--- src/rtl/mc_ctrl_pkg.sv ---
// Shared encodings for the multi-cycle main control FSM:
// states, opcodes, instruction classes, ALUOp and PCSrc.
package mc_ctrl_pkg;

   localparam int OPC_WIDTH   = 6;
   localparam int FUNCT_WIDTH = 6;

   typedef enum logic [2:0] {
      ST_FETCH,
      ST_DECODE,
      ST_EXEC,
      ST_MEM,
      ST_WB
   } state_t;

   typedef enum logic [2:0] {
      CL_R,
      CL_LW,
      CL_SW,
      CL_IMM,
      CL_BEQ,
      CL_J,
      CL_ILL
   } iclass_t;

   typedef enum logic [1:0] {
      ALU_ADD   = 2'b00,
      ALU_SUB   = 2'b01,
      ALU_FUNCT = 2'b10,
      ALU_IMM   = 2'b11
   } alu_op_t;

   typedef enum logic [1:0] {
      PC_SEQ    = 2'b00,
      PC_BRANCH = 2'b01,
      PC_JUMP   = 2'b10
   } pc_src_t;

   localparam logic [5:0] OP_R    = 6'h00;
   localparam logic [5:0] OP_J    = 6'h02;
   localparam logic [5:0] OP_BEQ  = 6'h04;
   localparam logic [5:0] OP_ADDI = 6'h08;
   localparam logic [5:0] OP_SLTI = 6'h0A;
   localparam logic [5:0] OP_ANDI = 6'h0C;
   localparam logic [5:0] OP_ORI  = 6'h0D;
   localparam logic [5:0] OP_LW   = 6'h23;
   localparam logic [5:0] OP_SW   = 6'h2B;

endpackage

--- src/rtl/mc_control_fsm_if.sv ---
// Fetch-side handshake into the control FSM, plus the
// latched instruction fields it hands on to the datapath.
interface mc_control_fsm_if
   import mc_ctrl_pkg::*;
#(
   parameter int OPC_W   = OPC_WIDTH,
   parameter int FUNCT_W = FUNCT_WIDTH
);

   logic               instr_valid;
   logic               instr_ready;
   logic [OPC_W-1:0]   opcode;
   logic [FUNCT_W-1:0] funct;
   logic [OPC_W-1:0]   ir_opcode;
   logic [FUNCT_W-1:0] ir_funct;

   modport master (
      output instr_valid, opcode, funct,
      input  instr_ready, ir_opcode, ir_funct
   );

   modport slave (
      input  instr_valid, opcode, funct,
      output instr_ready, ir_opcode, ir_funct
   );

endinterface

--- src/rtl/mc_main_decoder.sv ---
// Main decoder: latched opcode -> instruction class, the
// ALUOp used in EXEC/WB and the operand-B immediate select.
module mc_main_decoder
   import mc_ctrl_pkg::*;
#(
   parameter int OPC_W = OPC_WIDTH
) (
   input  logic [OPC_W-1:0] opcode,
   output iclass_t          iclass,
   output alu_op_t          alu_op,
   output logic             src_imm
);

   // classify opcode; anything unlisted is illegal
   always_comb begin
      iclass  = CL_ILL;
      alu_op  = ALU_ADD;
      src_imm = 1'b0;
      unique case (1'b1)
         (opcode == OP_R): begin
            iclass = CL_R;
            alu_op = ALU_FUNCT;
         end
         (opcode == OP_LW): begin
            iclass  = CL_LW;
            src_imm = 1'b1;
         end
         (opcode == OP_SW): begin
            iclass  = CL_SW;
            src_imm = 1'b1;
         end
         (opcode == OP_ADDI): begin
            iclass  = CL_IMM;
            src_imm = 1'b1;
         end
         (opcode == OP_ANDI),
         (opcode == OP_ORI),
         (opcode == OP_SLTI): begin
            iclass  = CL_IMM;
            alu_op  = ALU_IMM;
            src_imm = 1'b1;
         end
         (opcode == OP_BEQ): begin
            iclass = CL_BEQ;
            alu_op = ALU_SUB;
         end
         (opcode == OP_J): begin
            iclass = CL_J;
         end
         default: begin
            iclass = CL_ILL;
         end
      endcase
   end

endmodule

--- src/rtl/mc_control_fsm.sv ---
// Multi-cycle main control FSM (FETCH/DECODE/EXEC/MEM/WB).
// Define INSTR_COUNT_EN to add the retired-instruction counter.
module mc_control_fsm
   import mc_ctrl_pkg::*;
#(
   parameter int OPC_W   = OPC_WIDTH,
   parameter int FUNCT_W = FUNCT_WIDTH
`ifdef INSTR_COUNT_EN
   ,
   parameter int CNT_W   = 32
`endif
) (
   input  logic                  clk,
   input  logic                  rst_n,
   mc_control_fsm_if.slave       fif,
   input  logic                  mem_ready,
   input  logic                  zero,
   output logic                  IRWrite,
   output logic                  MUXsel,
   output logic                  RegDst,
   output logic                  RegWrite,
   output logic                  MemRead,
   output logic                  MemWrite,
   output logic                  MemtoReg,
   output logic [1:0]            ALUOp,
   output logic                  PCWrite,
   output logic [1:0]            PCSrc,
   output logic                  illegal
`ifdef INSTR_COUNT_EN
   ,
   output logic [CNT_W-1:0]      instr_count
`endif
);

   state_t             state;
   state_t             state_nx;
   logic [OPC_W-1:0]   op_q;
   logic [FUNCT_W-1:0] fn_q;
   iclass_t            iclass;
   alu_op_t            dec_alu;
   logic               src_imm;

   mc_main_decoder #(
      .OPC_W (OPC_W)
   ) u_dec (
      .opcode  (op_q),
      .iclass  (iclass),
      .alu_op  (dec_alu),
      .src_imm (src_imm)
   );

   assign fif.ir_opcode = op_q;
   assign fif.ir_funct  = fn_q;

   // state register; instruction fields latch only on the fetch handshake
   always_ff @(posedge clk or negedge rst_n) begin
      if (!rst_n) begin
         state <= ST_FETCH;
         op_q  <= '0;
         fn_q  <= '0;
      end else begin
         state <= state_nx;
         if (IRWrite) begin
            op_q <= fif.opcode;
            fn_q <= fif.funct;
         end
      end
   end

   // next state and control outputs from state + latched class
   always_comb begin
      state_nx        = state;
      fif.instr_ready = 1'b0;
      IRWrite         = 1'b0;
      MUXsel          = 1'b0;
      RegDst          = 1'b0;
      RegWrite        = 1'b0;
      MemRead         = 1'b0;
      MemWrite        = 1'b0;
      MemtoReg        = 1'b0;
      ALUOp           = ALU_ADD;
      PCWrite         = 1'b0;
      PCSrc           = PC_SEQ;
      illegal         = 1'b0;
      unique case (state)
         ST_FETCH: begin
            fif.instr_ready = 1'b1;
            if (fif.instr_valid && rst_n) begin
               IRWrite  = 1'b1;
               state_nx = ST_DECODE;
            end
         end
         ST_DECODE: begin
            if (iclass == CL_J) begin
               PCWrite  = 1'b1;
               PCSrc    = PC_JUMP;
               state_nx = ST_FETCH;
            end else if (iclass == CL_ILL) begin
               illegal  = 1'b1;
               PCWrite  = 1'b1;
               state_nx = ST_FETCH;
            end else begin
               state_nx = ST_EXEC;
            end
         end
         ST_EXEC: begin
            MUXsel = src_imm;
            ALUOp  = dec_alu;
            if (iclass == CL_BEQ) begin
               PCWrite  = 1'b1;
               PCSrc    = zero ? PC_BRANCH : PC_SEQ;
               state_nx = ST_FETCH;
            end else if (iclass == CL_LW || iclass == CL_SW) begin
               state_nx = ST_MEM;
            end else begin
               state_nx = ST_WB;
            end
         end
         ST_MEM: begin
            MUXsel   = 1'b1;
            MemRead  = (iclass == CL_LW);
            MemWrite = (iclass == CL_SW);
            if (mem_ready) begin
               if (iclass == CL_SW) begin
                  PCWrite  = 1'b1;
                  state_nx = ST_FETCH;
               end else begin
                  state_nx = ST_WB;
               end
            end
         end
         ST_WB: begin
            RegWrite = 1'b1;
            RegDst   = (iclass == CL_R);
            MemtoReg = (iclass == CL_LW);
            MUXsel   = src_imm;
            ALUOp    = dec_alu;
            PCWrite  = 1'b1;
            state_nx = ST_FETCH;
         end
         default: begin
            state_nx = ST_FETCH;
         end
      endcase
   end

`ifdef INSTR_COUNT_EN
   logic [CNT_W-1:0] cnt_q;

   // count retiring PC updates; illegal opcodes do not retire
   always_ff @(posedge clk or negedge rst_n) begin
      if (!rst_n) begin
         cnt_q <= '0;
      end else if (PCWrite && !illegal) begin
         cnt_q <= cnt_q + CNT_W'(1);
      end
   end

   assign instr_count = cnt_q;
`endif

endmodule

--- src/flat_wrapper.sv ---
// flat-port wrapper written by rule: the top's interface ports become plain ports
module mc_control_fsm_flat import mc_ctrl_pkg::*;
#(
   parameter int OPC_W   = OPC_WIDTH,
   parameter int FUNCT_W = FUNCT_WIDTH

)
  (clk, rst_n, mem_ready, zero, IRWrite, MUXsel, RegDst, RegWrite, MemRead, MemWrite, MemtoReg, ALUOp, PCWrite, PCSrc, illegal, fif_instr_valid, fif_opcode, fif_funct, fif_instr_ready, fif_ir_opcode, fif_ir_funct);
  mc_control_fsm_if #(.OPC_W(OPC_W), .FUNCT_W(FUNCT_W)) fif_i ();
  input  logic clk;
  input  logic rst_n;
  input  logic mem_ready;
  input  logic zero;
  output logic IRWrite;
  output logic MUXsel;
  output logic RegDst;
  output logic RegWrite;
  output logic MemRead;
  output logic MemWrite;
  output logic MemtoReg;
  output logic [1:0] ALUOp;
  output logic PCWrite;
  output logic [1:0] PCSrc;
  output logic illegal;
  input wire logic [$bits(fif_i.instr_valid)-1:0] fif_instr_valid;
  input wire logic [$bits(fif_i.opcode)-1:0] fif_opcode;
  input wire logic [$bits(fif_i.funct)-1:0] fif_funct;
  output wire logic [$bits(fif_i.instr_ready)-1:0] fif_instr_ready;
  output wire logic [$bits(fif_i.ir_opcode)-1:0] fif_ir_opcode;
  output wire logic [$bits(fif_i.ir_funct)-1:0] fif_ir_funct;
  assign fif_i.instr_valid = fif_instr_valid;
  assign fif_i.opcode = fif_opcode;
  assign fif_i.funct = fif_funct;
  assign fif_instr_ready = fif_i.instr_ready;
  assign fif_ir_opcode = fif_i.ir_opcode;
  assign fif_ir_funct = fif_i.ir_funct;
  mc_control_fsm #(.OPC_W(OPC_W), .FUNCT_W(FUNCT_W)) u_core (.clk(clk), .rst_n(rst_n), .fif(fif_i), .mem_ready(mem_ready), .zero(zero), .IRWrite(IRWrite), .MUXsel(MUXsel), .RegDst(RegDst), .RegWrite(RegWrite), .MemRead(MemRead), .MemWrite(MemWrite), .MemtoReg(MemtoReg), .ALUOp(ALUOp), .PCWrite(PCWrite), .PCSrc(PCSrc), .illegal(illegal));
endmodule
--- config.mk ---
export PLATFORM = sky130hd
export DESIGN_NAME = mc_control_fsm_flat
export DESIGN_NICKNAME = d
export VERILOG_FILES = /design/src/rtl/mc_ctrl_pkg.sv /design/src/rtl/mc_control_fsm_if.sv /design/src/rtl/mc_main_decoder.sv /design/src/rtl/mc_control_fsm.sv /design/src/flat_wrapper.sv
export SDC_FILE = /design/constraint.sdc
export NUM_CORES = 1
export LEC_CHECK = 0
export CAP_MARGIN = 25
export CORE_MARGIN = 4
export CORE_UTILIZATION = 40
export CTS_BUF_LIST = sky130_fd_sc_hd__clkbuf_4
export DETAILED_ROUTE_END_ITERATION = 8
export PLACE_DENSITY_LB_ADDON = 0.1
export SLEW_MARGIN = 10
export SYNTH_ARGS = -nofsm -noshare
export SYNTH_HDL_FRONTEND = slang
export SYNTH_HIERARCHICAL = 1
export SYNTH_SLANG_ARGS = --single-unit
export TNS_END_PERCENT = 20
--- constraint.sdc ---
create_clock -name clk -period 3.9 [get_ports clk]
set_clock_uncertainty 0.15 [all_clocks]
set_input_delay 0.585 -clock clk [delete_from_list [all_inputs] [get_ports clk]]
set_output_delay 0.585 -clock clk [all_outputs]
set_load 0.02 [all_outputs]
==> flow_summary.yaml, run 1 <==
cells_and_area:
  layout.nets: 157
  drive_above_1_share_pct: 17.3
  multi_input_area_sq_um: 576
  syn_to_final_growth_pct: 45.6
  postLayoutCoreUtil_pct: 63.6
  diodes: 0
  n_fill_cell: 202
  final_cell_count_no_fill: 167
  seq_area_sq_um: 375
timing:
  finalHoldViolations: 0
  rsz0062_at_grt: "false"
  fmax_ghz: 0.282
  tightest_slew_ns: 0.374
  slew_headroom_pct: 75.1
  final_max_slew_viol_count: 0
  tns_ns: 0
  setup_viol: 0
  fin_crit_ns: 3.54
  period_share_pct: 90.8
  fin_ws_ns: 0.357
synth:
  synth_area_sq_um: 1010
  syn_area_per_cell_sq_um: 10.5
  synthTopCellsByArea: "dfrtp_1 37%, mux2_4 12%, mux2_2 4.4%"
  yosysMostFrequentCell: "dfrtp_1"
  synth_top_area_share_pct: 37.1
  synth_top_area_cell: "dfrtp_1"
  ys.warnings.count: 6
  synth-edff-count: 0
  synth-main-ff-cell: "dfrtp_1"
  ys_top_cells_by_count: "15 x dfrtp_1, 9 x nor2_1, 8 x mux2_4"
  ys_ff_latch: 15
  syn-num-nets: 113
  synth_sequential_area_ratio_pct: 37.1
  synthDistinctLibCells: 39
  synthCells: 96
  async_reset_ff_share_pct: 100
global_route:
  grt_use_met3_pct: 4.17
  first_global_vias: 816
  grt.total_usage_pct: 13.6
  grt_pass1_wl_um: 3630
  met2_usage_pct: 22.2
  busiest_layer: "met2"
  grt_overflow: 0
  antenna_found_initial: 0
  grt_util_met1_pct: 16.6
  grt_max_degree: 16
route:
  routed_wl_um: 2340
  viasPerCell: 5.41
  drcViolationCount: 0
  vias: 904
  ant_nets: 0
  wl_per_cell_um: 14.0
  drt-pass1-iter-count: 4
  drt_iter0_markers: 20
clock_tree:
  cts_resized: 0
  cts_buffer_depth: 2
  clockRootBuffer: "clkbuf_4"
  cts.clk_slew.worst_paths_ns: 0.08
  numClockSinks: 15
  clk_latency_ns: 0.27
  cts_setup_buffers: 0
  cts_tree: "yes"
  cts_hold_buf: 0
  cts_buffers: 3
  h-tree-depth: 1
critical_path:
  cp.arrival_ns: 2.81
  crit_path_end_kind: "output port"
  critPathMaxFanout: 9
  cp_data_required_time_ns: 3.16
  path_class: "flop to output port"
  critPathLaunchType: "flop"
die:
  die_h_um: 58.3
  core-area_sq_um: 2320
  initial_core_util_pct: 43.7
  dieWidth_um: 58.3
  top_level_ports: 43
  row_count: 17
  dieArea_sq_um: 3400
run:
  max_cap_viol_count: 0
pwr:
  vdd_drop_max_uv: 493
  p_per_area_nw_per_um2: 797
  p_leak_nw: 0.595
  finalPower_mw: 1.17
hold_path:
  holdCritPathClass: "flop to flop"
placed_design:
  hpwl_um: 1770
  post-place-cells: 163
  preCtsSetupSlack_ns: 0.701
  gp_congestion: 0.791
  portBuffers: 42
outcome:
  status: "completed"
## registers in the layout, summed over array words and instances, names as in the netlist
signal	count
u_core/fif.ir_funct	6
u_core/fif.ir_opcode	6
u_core/state	3
## per-stage QoR
step | area, sq um | hold WS (ns)
after detailed placement | 1440 | 0.349
after CTS | 1470 | 0.368
after floorplan | 1010 | 0.139
after global placement | 1440 | 0.340
final | 1470 | 0.365
after global routing | 1470 | 0.395
## power by group
group / switching (mW) / internal (mW)
Clock: 0.0463 / 0.0466
Sequential: 0.110 / 0.230
Combinational: 0.349 / 0.394
## per-layer routing
| layer | wire, um | part of all wire [%] |
|---|---|---|
| met1 | 1040 | 44 |
| met2 | 1040 | 44 |
| met3 | 243 | 10 |
| met4 | 16 | 0.68 |
| met5 | 0 | 0 |
## cell type report
type / instances / share of cell area [%]
well taps: 28 / 2.38
multi-input cells: 72 / 39.0
clock buffers: 4 / 2.04
repair buffers: 46 / 30.6
flip-flops and latches: 15 / 25.5
inverters: 2 / 0.509
## cell usage in the layout, fill, tap and decap left out, types with 3 or more instances in the layout
cell and n:
a21oi_1 4, a211o_1 3, nor3_1 3, dfrtp_1 15
clkbuf_4 4, mux2_2 4, nand2b_1 6, buf_4 4
nor2_1 9, nor4_1 3, clkdlybuf4s50_1 42, mux2_4 8
nor2b_1 4
## critical path, stage by stage, from the launching register on
cell             delay [ns]
dfrtp_1                0.46
a211o_1                0.33
a211o_1                0.41
nor4bb_1               0.18
o311a_1                0.35
a211o_1                0.27
clkdlybuf4s50_1        0.53
## kinds of logic (layout without fill, tap and decap cells)
| group | Yosys count | in the layout | synth area share [%] |
|---|---|---|---|
| buffers and inverters | 9 | 52 | 6.06 |
| DFF | 15 | 15 | 37.1 |
| and+or+nand+nor | 40 | 40 | 25.7 |
| xor gates and xnor gates | 2 | 2 | 1.73 |
| muxes | 12 | 12 | 16.3 |
| AOI/OAI and AO/OA | 18 | 18 | 13.1 |
## path summary, 6_finish.rpt
kind	from	to	slack (ns)	cells past startpoint
hold reg to reg	u_core/fif.ir_funct[4]	u_core/fif.ir_funct[4]	0.37	1
hold / removal	u_core/fif.ir_funct[4]	u_core/fif.ir_funct[4]	0.37	1
setup / recovery	u_core/fif.ir_opcode[2]	PCWrite	0.36	6
setup reg to reg	u_core/fif.ir_opcode[2]	u_core/state[2]	1.89	6
min in group asynchronous	rst_n	u_core/fif.ir_funct[1]	0.49	2
max in group asynchronous	rst_n	u_core/fif.ir_funct[4]	2.94	2
No activity file was read; power rests on OpenSTA's default activity.
==> run 2, diff against run 1 <==
CORE_UTILIZATION = 45   (was 40)
CTS_BUF_LIST = unset   (was sky130_fd_sc_hd__clkbuf_4)
==> flow_summary.yaml, run 2 (synthesis gave the netlist of run 1 again) <==
critical_path:
  critPathSlowestCell: "clkdlybuf4s50_1"
  reg2reg_from: "u_core/fif.ir_opcode[1]"
  critPathMaxStageDelay_ns: 0.53
  critPathMaxFanout: 10
  reg2regPathDepth: 5
  worstSetupStartpoint: "u_core/fif.ir_opcode[1]"
  cp.arrival_ns: 2.76
  critPathLaunchType: "flop"
  path_cells: "a211o_1, a211o_1, nor4bb_1, o311a_1, a211o_1, clkdlybuf4s50_1"
  cp_data_required_time_ns: 3.16
  path_class: "flop to output port"
  crit_path_end_kind: "output port"
  crit_path_frequent_cell: "a211o_1"
placed_design:
  hpwl_um: 1810
  portBuffers: 42
  dpl_cell_area_sq_um: 1440
  gp_congestion: 0.789
die:
  core-area_sq_um: 2040
  row_count: 16
  dieWidth_um: 55.4
  top_level_ports: 43
  die_h_um: 55.4
  dieArea_sq_um: 3070
  initial_core_util_pct: 49.6
pwr:
  finalPower_mw: 1.17
  p_leak_nw: 0.591
  p_per_area_nw_per_um2: 793
  vdd_drop_max_uv: 589
timing:
  setup_viol: 0
  rsz0062_at_grt: "false"
  period_share_pct: 89.5
  tightest_slew_ns: 0.390
  final_max_slew_viol_count: 0
  tns_ns: 0
  fin_crit_ns: 3.49
  fmax_ghz: 0.286
  slew_headroom_pct: 74.0
  finalHoldViolations: 0
route:
  routed_wl_um: 2310
  vias: 907
  viasPerCell: 5.46
  drcViolationCount: 0
  wl_per_cell_um: 13.9
  drt-pass1-iter-count: 4
  drt_iter0_markers: 12
  ant_nets: 0
global_route:
  grt.total_usage_pct: 15.1
  grt_max_degree: 16
  grt_pass1_wl_um: 3950
  antenna_found_initial: 0
  first_global_vias: 919
  grt_overflow: 0
cells_and_area:
  mostFrequentLayoutCell: "clkdlybuf4s50_1"
  diodes: 0
  drive_above_1_share_pct: 16.5
  final_cell_mix: "42 x clkdlybuf4s50_1, 15 x dfrtp_1, 9 x nor2_1, 8 x mux2_4, 6 x nand2b_1"
  fin_area_sq_um: 1470
  syn_to_final_growth_pct: 45.1
  layout.nets: 157
  n_fill_cell: 174
hold_path:
  min_path_cells: 1
  min-delay-start: "u_core/fif.ir_funct[4]"
  holdCritPathClass: "flop to flop"
clock_tree:
  cts_buffers: 3
  cts_setup_buffers: 0
  cts_hold_buf: 0
  clk_latency_ns: 0.27
  cts_tree: "yes"
  cts_resized: 0
  h-tree-depth: 1
  cts_buffer_depth: 2
  numClockSinks: 15
  clockRootBuffer: "clkbuf_4"
  cts.clk_slew.worst_paths_ns: 0.08
run:
  max_cap_viol_count: 0
outcome:
  status: "completed"
-- run 2: metal layers --
layer	wire length [um]	vias up	track usage [%]
met5	0	-	0
met4	0	0	3.47
met3	180	0	4.20
met2	1060	35	24.3
met1	1070	433	20.1
li1	-	439	-
-- run 2: final timing paths --
path | endpoint | slack, ns
worst min register to register | u_core/fif.ir_funct[4] | 0.36
worst max register to register | u_core/state[1] | 1.95
worst max-delay path | PCWrite | 0.41
max in group asynchronous | u_core/fif.ir_funct[5] | 2.94
min in group asynchronous | u_core/fif.ir_funct[0] | 0.50
worst min-delay path | u_core/fif.ir_funct[4] | 0.36
-- run 2: metrics by stage --
| stage | hold slack [ns] | cells | util, % | setup WS [ns] |
|---|---|---|---|---|
| global placement | 0.341 | 162 | 70.6 | 0.768 |
| global route | 0.391 | 166 | 71.9 | 0.293 |
| CTS | 0.368 | 166 | 71.9 | 0.400 |
| detailed placement | 0.349 | 162 | 70.6 | 0.723 |
| floorplan | 0.139 | 96 | - | 0.998 |
| finish | 0.363 | 166 | 71.9 | 0.408 |
-- run 2: power breakdown --
group | internal [mW] | switching [mW] | total, mW
logic | 0.393 | 0.346 | 0.740
registers | 0.230 | 0.113 | 0.343
clock network | 0.0395 | 0.0428 | 0.0823
total | 0.663 | 0.502 | 1.17
-- run 2: final cells by class --
cell class | instances | area (sq um) | share of cell area, %
tap | 27 | 33.8 | 2.30
sequential | 15 | 375 | 25.6
clock buffer | 4 | 26.3 | 1.79
timing repair buffer | 46 | 450 | 30.7
multi-input combinational | 72 | 576 | 39.2
inverter | 2 | 7.51 | 0.511
-- run 2: worst max-delay path: cells and delay by family (launching register included) --
| family | cells | cell delay (ns) |
|---|---|---|
| simple gates | 1 | 0.17 |
| compound gates | 4 | 1.30 |
| flops | 1 | 0.48 |
| buf+inv | 1 | 0.53 |
